## src/rtl/axicb_pkg.sv

```systemverilog
// Shared definitions for the crossbar master-side input stage.
//   ID_LSB    : bit offset of the ID field inside every channel bundle (IDs sit in the LSBs)
//   cnt_width : width needed for an outstanding counter that must hold 0..max_val
//   skid_state_t : occupancy of a 2-entry skid buffer
package axicb_pkg;

    localparam int unsigned ID_LSB = 0;

    function automatic int unsigned cnt_width(input int unsigned max_val);
        return $clog2(max_val + 1);
    endfunction

    typedef enum logic [1:0] {
        EMPTY,
        ONE,
        FULL
    } skid_state_t;

endpackage

```

## src/rtl/axicb_skid_buf.sv

```systemverilog
// Two-entry skid buffer: one cycle latency, one beat per cycle, registered
// input ready. The output beat is held stable until it is accepted.
// Ports:
//   aclk, aresetn (async, active-low), srst (sync, active-high)
//   in_valid_i / in_ready_o / in_data_i    upstream side
//   out_valid_o / out_ready_i / out_data_o downstream side
module axicb_skid_buf
    import axicb_pkg::*;
#(
    parameter int unsigned DATA_W = 8
) (
    input  logic              aclk,
    input  logic              aresetn,
    input  logic              srst,
    input  logic              in_valid_i,
    output logic              in_ready_o,
    input  logic [DATA_W-1:0] in_data_i,
    output logic              out_valid_o,
    input  logic              out_ready_i,
    output logic [DATA_W-1:0] out_data_o
);

    skid_state_t       state_q, state_d;
    logic [DATA_W-1:0] head_q, head_d;
    logic [DATA_W-1:0] skid_q, skid_d;
    logic              ready_q;
    logic              push;
    logic              pop;

    assign in_ready_o  = ready_q;
    assign out_valid_o = (state_q != EMPTY);
    assign out_data_o  = head_q;

    assign push = in_valid_i & ready_q;
    assign pop  = out_valid_o & out_ready_i;

    always_comb begin
        state_d = state_q;
        head_d  = head_q;
        skid_d  = skid_q;
        unique case (state_q)
            EMPTY: begin
                if (push) begin
                    head_d  = in_data_i;
                    state_d = ONE;
                end
            end
            ONE: begin
                if (push && pop) begin
                    head_d = in_data_i;
                end else if (push) begin
                    skid_d  = in_data_i;
                    state_d = FULL;
                end else if (pop) begin
                    state_d = EMPTY;
                end
            end
            FULL: begin
                // ready is low in FULL, so only a pop can happen here
                if (pop) begin
                    head_d  = skid_q;
                    state_d = ONE;
                end
            end
            default: state_d = EMPTY;
        endcase
    end

    always_ff @(posedge aclk or negedge aresetn) begin
        if (!aresetn) begin
            state_q <= EMPTY;
            head_q  <= '0;
            skid_q  <= '0;
            ready_q <= 1'b0;
        end else if (srst) begin
            state_q <= EMPTY;
            head_q  <= '0;
            skid_q  <= '0;
            ready_q <= 1'b0;
        end else begin
            state_q <= state_d;
            head_q  <= head_d;
            skid_q  <= skid_d;
            ready_q <= (state_d != FULL);
        end
    end

endmodule

```

## src/rtl/axicb_mst_if.sv

```systemverilog
// Per-master input stage of the crossbar, upstream of the master switch.
// AW/W/AR are registered through skid buffers; the master's ID mask is OR-ed
// into AW/AR IDs and cleared from returned B/R IDs (B/R path is combinational).
// With AXICB_MST_IF_OSTD_LIMIT_EN defined, outstanding writes/reads are counted,
// AW/AR are stalled at MST_OSTD_MAX, and ostd_err flags a response that arrives
// with nothing outstanding. Without it, ostd_err is tied low.
// Ports:
//   aclk, aresetn (async, active-low), srst (sync, active-high)
//   i_aw*/i_w*/i_ar* : master-side requests       o_aw*/o_w*/o_ar* : switch-side requests
//   i_b*/i_r*        : master-side responses      o_b*/o_r*        : switch-side responses
//   ostd_err         : sticky outstanding-underflow flag
module axicb_mst_if
    import axicb_pkg::*;
#(
    parameter int unsigned           AXI_ID_W     = 8,
    parameter int unsigned           AWCH_W       = 8,
    parameter int unsigned           WCH_W        = 8,
    parameter int unsigned           BCH_W        = 8,
    parameter int unsigned           ARCH_W       = 8,
    parameter int unsigned           RCH_W        = 8,
    parameter logic [AXI_ID_W-1:0]   MST_ID_MASK  = '0,
    parameter int unsigned           MST_OSTD_MAX = 4
) (
    input  logic              aclk,
    input  logic              aresetn,
    input  logic              srst,
    // master side
    input  logic              i_awvalid,
    output logic              i_awready,
    input  logic [AWCH_W-1:0] i_awch,
    input  logic              i_wvalid,
    output logic              i_wready,
    input  logic              i_wlast,
    input  logic [WCH_W-1:0]  i_wch,
    output logic              i_bvalid,
    input  logic              i_bready,
    output logic [BCH_W-1:0]  i_bch,
    input  logic              i_arvalid,
    output logic              i_arready,
    input  logic [ARCH_W-1:0] i_arch,
    output logic              i_rvalid,
    input  logic              i_rready,
    output logic              i_rlast,
    output logic [RCH_W-1:0]  i_rch,
    // switch side
    output logic              o_awvalid,
    input  logic              o_awready,
    output logic [AWCH_W-1:0] o_awch,
    output logic              o_wvalid,
    input  logic              o_wready,
    output logic              o_wlast,
    output logic [WCH_W-1:0]  o_wch,
    input  logic              o_bvalid,
    output logic              o_bready,
    input  logic [BCH_W-1:0]  o_bch,
    output logic              o_arvalid,
    input  logic              o_arready,
    output logic [ARCH_W-1:0] o_arch,
    input  logic              o_rvalid,
    output logic              o_rready,
    input  logic              o_rlast,
    input  logic [RCH_W-1:0]  o_rch,
    // status
    output logic              ostd_err
);

    if (MST_OSTD_MAX < 1 || MST_OSTD_MAX > 255) begin : g_bad_ostd_max
        $error("axicb_mst_if: MST_OSTD_MAX must be within 1..255");
    end

    // Mask widened to each bundle, placed on the ID field only
    localparam logic [AWCH_W-1:0] AW_ID_SET = AWCH_W'(MST_ID_MASK) << ID_LSB;
    localparam logic [ARCH_W-1:0] AR_ID_SET = ARCH_W'(MST_ID_MASK) << ID_LSB;
    localparam logic [BCH_W-1:0]  B_ID_CLR  = BCH_W'(MST_ID_MASK) << ID_LSB;
    localparam logic [RCH_W-1:0]  R_ID_CLR  = RCH_W'(MST_ID_MASK) << ID_LSB;

    logic              aw_buf_valid;
    logic              aw_buf_ready;
    logic [AWCH_W-1:0] aw_buf_data;
    logic              ar_buf_valid;
    logic              ar_buf_ready;
    logic [ARCH_W-1:0] ar_buf_data;
    logic [WCH_W:0]    w_buf_data;

    axicb_skid_buf #(.DATA_W(AWCH_W)) u_aw_buf (
        .aclk        (aclk),
        .aresetn     (aresetn),
        .srst        (srst),
        .in_valid_i  (i_awvalid),
        .in_ready_o  (i_awready),
        .in_data_i   (i_awch),
        .out_valid_o (aw_buf_valid),
        .out_ready_i (aw_buf_ready),
        .out_data_o  (aw_buf_data)
    );

    axicb_skid_buf #(.DATA_W(WCH_W + 1)) u_w_buf (
        .aclk        (aclk),
        .aresetn     (aresetn),
        .srst        (srst),
        .in_valid_i  (i_wvalid),
        .in_ready_o  (i_wready),
        .in_data_i   ({i_wlast, i_wch}),
        .out_valid_o (o_wvalid),
        .out_ready_i (o_wready),
        .out_data_o  (w_buf_data)
    );

    axicb_skid_buf #(.DATA_W(ARCH_W)) u_ar_buf (
        .aclk        (aclk),
        .aresetn     (aresetn),
        .srst        (srst),
        .in_valid_i  (i_arvalid),
        .in_ready_o  (i_arready),
        .in_data_i   (i_arch),
        .out_valid_o (ar_buf_valid),
        .out_ready_i (ar_buf_ready),
        .out_data_o  (ar_buf_data)
    );

    assign o_wlast = w_buf_data[WCH_W];
    assign o_wch   = w_buf_data[WCH_W-1:0];

    // Remap is applied on the buffer output; equivalent to remapping on entry
    assign o_awch = aw_buf_data | AW_ID_SET;
    assign o_arch = ar_buf_data | AR_ID_SET;

    assign i_bvalid = o_bvalid;
    assign o_bready = i_bready;
    assign i_bch    = o_bch & ~B_ID_CLR;

    assign i_rvalid = o_rvalid;
    assign o_rready = i_rready;
    assign i_rlast  = o_rlast;
    assign i_rch    = o_rch & ~R_ID_CLR;

`ifdef AXICB_MST_IF_OSTD_LIMIT_EN
    localparam int unsigned    CNT_W   = cnt_width(MST_OSTD_MAX);
    localparam logic [CNT_W-1:0] CNT_MAX = CNT_W'(MST_OSTD_MAX);

    logic [CNT_W-1:0] wr_cnt_q, wr_cnt_d;
    logic [CNT_W-1:0] rd_cnt_q, rd_cnt_d;
    logic             err_q, err_d;
    logic             wr_full, rd_full;
    logic             aw_hs, b_hs, ar_hs, r_hs;

    assign wr_full = (wr_cnt_q == CNT_MAX);
    assign rd_full = (rd_cnt_q == CNT_MAX);

    // At the limit the beat stays in the buffer and is hidden from the switch
    assign o_awvalid    = aw_buf_valid & ~wr_full;
    assign aw_buf_ready = o_awready & ~wr_full;
    assign o_arvalid    = ar_buf_valid & ~rd_full;
    assign ar_buf_ready = o_arready & ~rd_full;

    assign aw_hs = o_awvalid & o_awready;
    assign b_hs  = o_bvalid & i_bready;
    assign ar_hs = o_arvalid & o_arready;
    assign r_hs  = o_rvalid & i_rready & o_rlast;

    always_comb begin
        wr_cnt_d = wr_cnt_q;
        rd_cnt_d = rd_cnt_q;
        err_d    = err_q;

        if (b_hs && wr_cnt_q == '0) err_d = 1'b1;
        if (r_hs && rd_cnt_q == '0) err_d = 1'b1;

        if (aw_hs && !b_hs) begin
            wr_cnt_d = wr_cnt_q + CNT_W'(1);
        end else if (b_hs && !aw_hs && wr_cnt_q != '0) begin
            wr_cnt_d = wr_cnt_q - CNT_W'(1);
        end

        if (ar_hs && !r_hs) begin
            rd_cnt_d = rd_cnt_q + CNT_W'(1);
        end else if (r_hs && !ar_hs && rd_cnt_q != '0) begin
            rd_cnt_d = rd_cnt_q - CNT_W'(1);
        end
    end

    always_ff @(posedge aclk or negedge aresetn) begin
        if (!aresetn) begin
            wr_cnt_q <= '0;
            rd_cnt_q <= '0;
            err_q    <= 1'b0;
        end else if (srst) begin
            wr_cnt_q <= '0;
            rd_cnt_q <= '0;
            err_q    <= 1'b0;
        end else begin
            wr_cnt_q <= wr_cnt_d;
            rd_cnt_q <= rd_cnt_d;
            err_q    <= err_d;
        end
    end

    assign ostd_err = err_q;
`else
    assign o_awvalid    = aw_buf_valid;
    assign aw_buf_ready = o_awready;
    assign o_arvalid    = ar_buf_valid;
    assign ar_buf_ready = o_arready;
    assign ostd_err     = 1'b0;
`endif

endmodule
```

## config.mk

```make
export PLATFORM = sky130hd
export DESIGN_NAME = axicb_mst_if
export DESIGN_NICKNAME = d
export VERILOG_FILES = /design/src/rtl/axicb_pkg.sv /design/src/rtl/axicb_skid_buf.sv /design/src/rtl/axicb_mst_if.sv
export SDC_FILE = /design/constraint.sdc
export NUM_CORES = 1
export LEC_CHECK = 0
export ABC_CLOCK_PERIOD_IN_PS = 1400
export BUFFER_PORTS_ARGS = -buffer_cell sky130_fd_sc_hd__buf_2
export CAP_MARGIN = 30
export CORE_AREA = 2 2 100 102
export DETAILED_ROUTE_END_ITERATION = 10
export DIE_AREA = 0 0 102 104
export GPL_TIMING_DRIVEN = 0
export SLEW_MARGIN = 20
export SYNTH_ARGS = -nofsm -noshare
export SYNTH_HDL_FRONTEND = slang
export SYNTH_SLANG_ARGS = --single-unit
```

## constraint.sdc

```tcl
create_clock -name aclk -period 1.4 [get_ports aclk]
set_clock_uncertainty 0.05 [all_clocks]
set_input_delay 0.21 -clock aclk [delete_from_list [all_inputs] [get_ports aclk]]
set_output_delay 0.21 -clock aclk [all_outputs]
set_load 0.01 [all_outputs]
```

==> reports/metrics.csv <==
stage,metric,value,unit
flow_run,Max-cap violations,0,
routing,Final ANT Viol Nets,0,
final_layout,NumNets Final,429,
yosys,#FFs+latches synth,59,
timing,fin crit period,1565,ps
yosys,multiplexer area fraction after synthesis,8.677,%
yosys,Synth Instances,245,
global_routing,first-pass GRT wire length,12210,um
yosys,Syn Std Cell Area,0.002884,mm^2
yosys,Post-synth EDFFs,0,
global_routing,grt ovf,0,
yosys,main combinational cell family by area after synthesis,compound AO/OA/AOI/OAI gates,
critical_path,largest delay contributor family on the critical path,compound AO/OA/AOI/OAI gates,
critical_path,Critical Path Source Type,register,
clock_tree,CTS root buf,clkbuf_8,
yosys,Ys Warns,0,
clock_tree,clk sinks,59,
critical_path,crit-path max FO,6,
critical_path,Buf/Inv on CP,2,
hold_path,worst min path class,input pin to register,
yosys,Adder-Cell Fraction of Synth Area,0,%
floorplan,Starting Density,30.20,%
clock_tree,CTS tree,yes,
yosys,"Top FF cell, synth",dfrtp_1,
hold_path,Min-Delay Startpoint,o_wready,
routing,DR iter-0 viols,93,
critical_path,Critical Path Start,u_w_buf.state_q[1]$_DFF_PN0_,
floorplan,die width,102,um
global_routing,Tot GR Track Use,14.77,%
critical_path,CP dominant cell by count,buf_6,
routing,Via Count,2405,
final_layout,Non-Filler Instances,512,
placement,Post-DP Area,0.003488,mm^2
routing,vias per cell,4.697,
critical_path,Arrival @ worst endpoint,1750,ps
floorplan,Die H,104,um
final_layout,layout cell share with drive strength beyond 1,57.26,%
outcome,failing checks,negative setup slack,
timing,measured slew at the worst slew-check pin,775.6,ps
global_routing,initial antenna violation count,0,
final_layout,multi-input logic area,0.001346,mm^2
critical_path,critical path class,register to register,
timing,unrepaired setup endpoints after global routing,true,
final_layout,Filler cells,957,
placement,DPL Wire Length,4776,um
power,Final Total Pwr,0.004051,W
yosys,sequential share of the synthesized area,51.19,%
global_routing,vias in the first global route,2383,
yosys,syn_area_per_cell,11.77,um^2
clock_tree,clk buf depth,2,
timing,period utilization,111.8,%
timing,fin worst setup slack,-164.5,ps
power,Pwr Density,967.7,mW/mm^2
routing,Pre-antenna DRT Iters,4,
timing,Hold Fails Final Rpt,0,
floorplan,row cnt,36,
final_layout,Storage cell area,0.001478,mm^2
routing,DRC viols,0,
critical_path,"Largest stage delay, worst path",380,ps
power,peak supply drop,0.4047,mV
critical_path,crit end category,register,
placement,DP Cell Count,464,
global_routing,largest net degree at the start of global routing,60,
critical_path,Worst path slowest cell,dfrtp_1,
floorplan,Ports,108,
clock_tree,Skew-Pair Late Insertion Delay,330,ps
clock_tree,htree depth,3,
yosys,area share of the largest cell type after synthesis,51.19,%
yosys,post-synth top area cell,dfrtp_1,
critical_path,CP required,1580,ps
final_layout,P&R area growth vs syn,45.16,%
clock_tree,"Reg clk slew, reported paths",70,ps
outcome,outcome,finished with violations,
yosys,synth unique cells,31,
critical_path,crit-path cells,buf_6 -> or2_4 -> o211ai_4 -> buf_6 -> nor2_4 -> a211oi_2,
clock_tree,Inserted Clock Buffers,9,
timing,Final Setup Violations,43,
yosys,Area contributors post-synth,"dfrtp_1 51%, mux2i_1 8.7%, a22o_1 7.6%",
routing,WL/cell,14.92,um
timing,Max Slew Vio Count,0,
timing,Max Freq,639.2,MHz
yosys,Simple-Gate Fraction of Synth Area,12.15,%
placement,gpl congestion,0.7511,
routing,WL final,7639,um
yosys,Synth Net Count,300,
timing,worst rel slew slack,48.29,%
yosys,xor and xnor area share after synthesis,0.6074,%
placement,number of port buffers,85,
yosys,ys async rst share,100.0,%
power,Pleak,1.955,nW
floorplan,Core Area,0.009549,mm^2
floorplan,die area,0.01061,mm^2
final_layout,post-route cell area,0.004187,mm^2
critical_path,r2r startpoint,u_w_buf.state_q[1]$_DFF_PN0_,
final_layout,ant diodes,0,
yosys,Compound-Gate Fraction of Synth Area,18.70,%
==> stage by stage <==
stage                     util, %  TNS (ps)  setup slack, ps  hold slack [ps]
after floorplan                 -    -424.9           -87.06           -135.6
after global placement      36.45    -16130           -495.3            381.9
after detailed placement    36.53     -9936           -284.5            295.2
after CTS                   42.26     -2755           -141.8            27.04
after global routing        43.84     -5705           -212.4            26.46
final                       43.84     -2693           -164.5            47.51
==> Yosys cell counts (3+ instances only) <==
| cell type | instances |
|---|---|
| dfrtp_1 | 59 |
| clkbuf_1 | 3 |
| nor2_1 | 32 |
| buf_4 | 23 |
| or2_4 | 3 |
| nand3b_1 | 3 |
| a211oi_2 | 3 |
| mux2i_1 | 25 |
| nand4b_1 | 4 |
| buf_6 | 3 |
| a211oi_1 | 22 |
| a22o_1 | 25 |
| nand2_1 | 3 |
| nor3_1 | 6 |
| o211ai_4 | 3 |
| nor2b_1 | 6 |
==> flip-flops by register name (all words and copies together), names as in the netlist <==
register,flops
u_aw_buf.in_ready_o,1
u_aw_buf.state_q,2
u_w_buf.in_ready_o,1
u_w_buf.out_data_o,9
u_ar_buf.in_ready_o,1
u_ar_buf.state_q,2
u_aw_buf.out_data_o,8
u_w_buf.skid_q,9
u_ar_buf.out_data_o,8
u_ar_buf.skid_q,8
u_w_buf.state_q,2
u_aw_buf.skid_q,8
==> metal layers <==
layer	up-vias	wire length (um)	GRT usage, %
li1	1131	-	-
met1	1197	3414	19.43
met2	69	3858	23.87
met3	8	284	3.159
met4	0	82	5.143
met5	-	0	0
==> final cells by class <==
cell class / count / share of cell area (%)
tap: 133 / 3.975
sequential: 59 / 35.30
clock inverter: 2 / 0.2391
buffer: 33 / 6.276
timing repair buffer: 118 / 18.17
clock buffer: 14 / 3.885
multi-input combinational: 153 / 32.16
==> worst paths after layout <==
check	slack [ps]	endpoint	cells past startpoint
setup / recovery	-160	u_w_buf.out_data_o[8]$_DFFE_PN0P_	6
hold / removal	50	u_w_buf.state_q[1]$_DFF_PN0_	2
setup reg to reg	-160	u_w_buf.out_data_o[8]$_DFFE_PN0P_	6
hold reg to reg	460	u_aw_buf.skid_q[0]$_DFFE_PN0P_	1
max in group asynchronous	330	u_aw_buf.state_q[1]$_DFF_PN0_	2
min in group asynchronous	450	u_w_buf.state_q[1]$_DFF_PN0_	2
==> cells by family (layout without fill, tap and decap cells) <==
logic type | Yosys count | in the layout
mux | 25 | 25
xor+xnor | 2 | 2
other cells | 1 | 1
simple gates | 64 | 64
buf+inv | 33 | 167
flops | 59 | 59
compound gates | 61 | 61
==> where the power goes <==
| group | internal (W) | switching, W | total, W |
|---|---|---|---|
| clock network | 0.000736 | 0.000639 | 0.00137 |
| logic | 0.000405 | 0.000425 | 0.000830 |
| registers | 0.00179 | 0.0000583 | 0.00185 |
| total | 0.00293 | 0.00112 | 0.00405 |
==> cell usage in the layout, fill, tap and decap left out, types with 3 or more instances in the layout <==
master / count
buf_2: 83
dfrtp_1: 58
buf_4: 36
a22o_1: 25
buf_6: 23
mux2i_1: 22
a211oi_2: 17
nor2_1: 16
nor2_2: 14
clkbuf_8: 11
a211oi_1: 8
nor2b_1: 5
clkbuf_1: 4
nand4b_1: 4
nor2_4: 4
nand3b_1: 3
or2_4: 3
clkbuf_2: 3
nor3_1: 3
o211ai_4: 3
mux2i_2: 3
==> timing repair <==
item / CTS / global route
gates resized for setup: 45 / 31
hold buffers: 1 / 0
buffers inserted: 19 / 11
endpoints found under the hold margin: 59 / 0
setup endpoints to repair: 53 / 58
pin swaps: 44 / 14
gates cloned: 4 / 0
(Power assumes the default switching activity.)
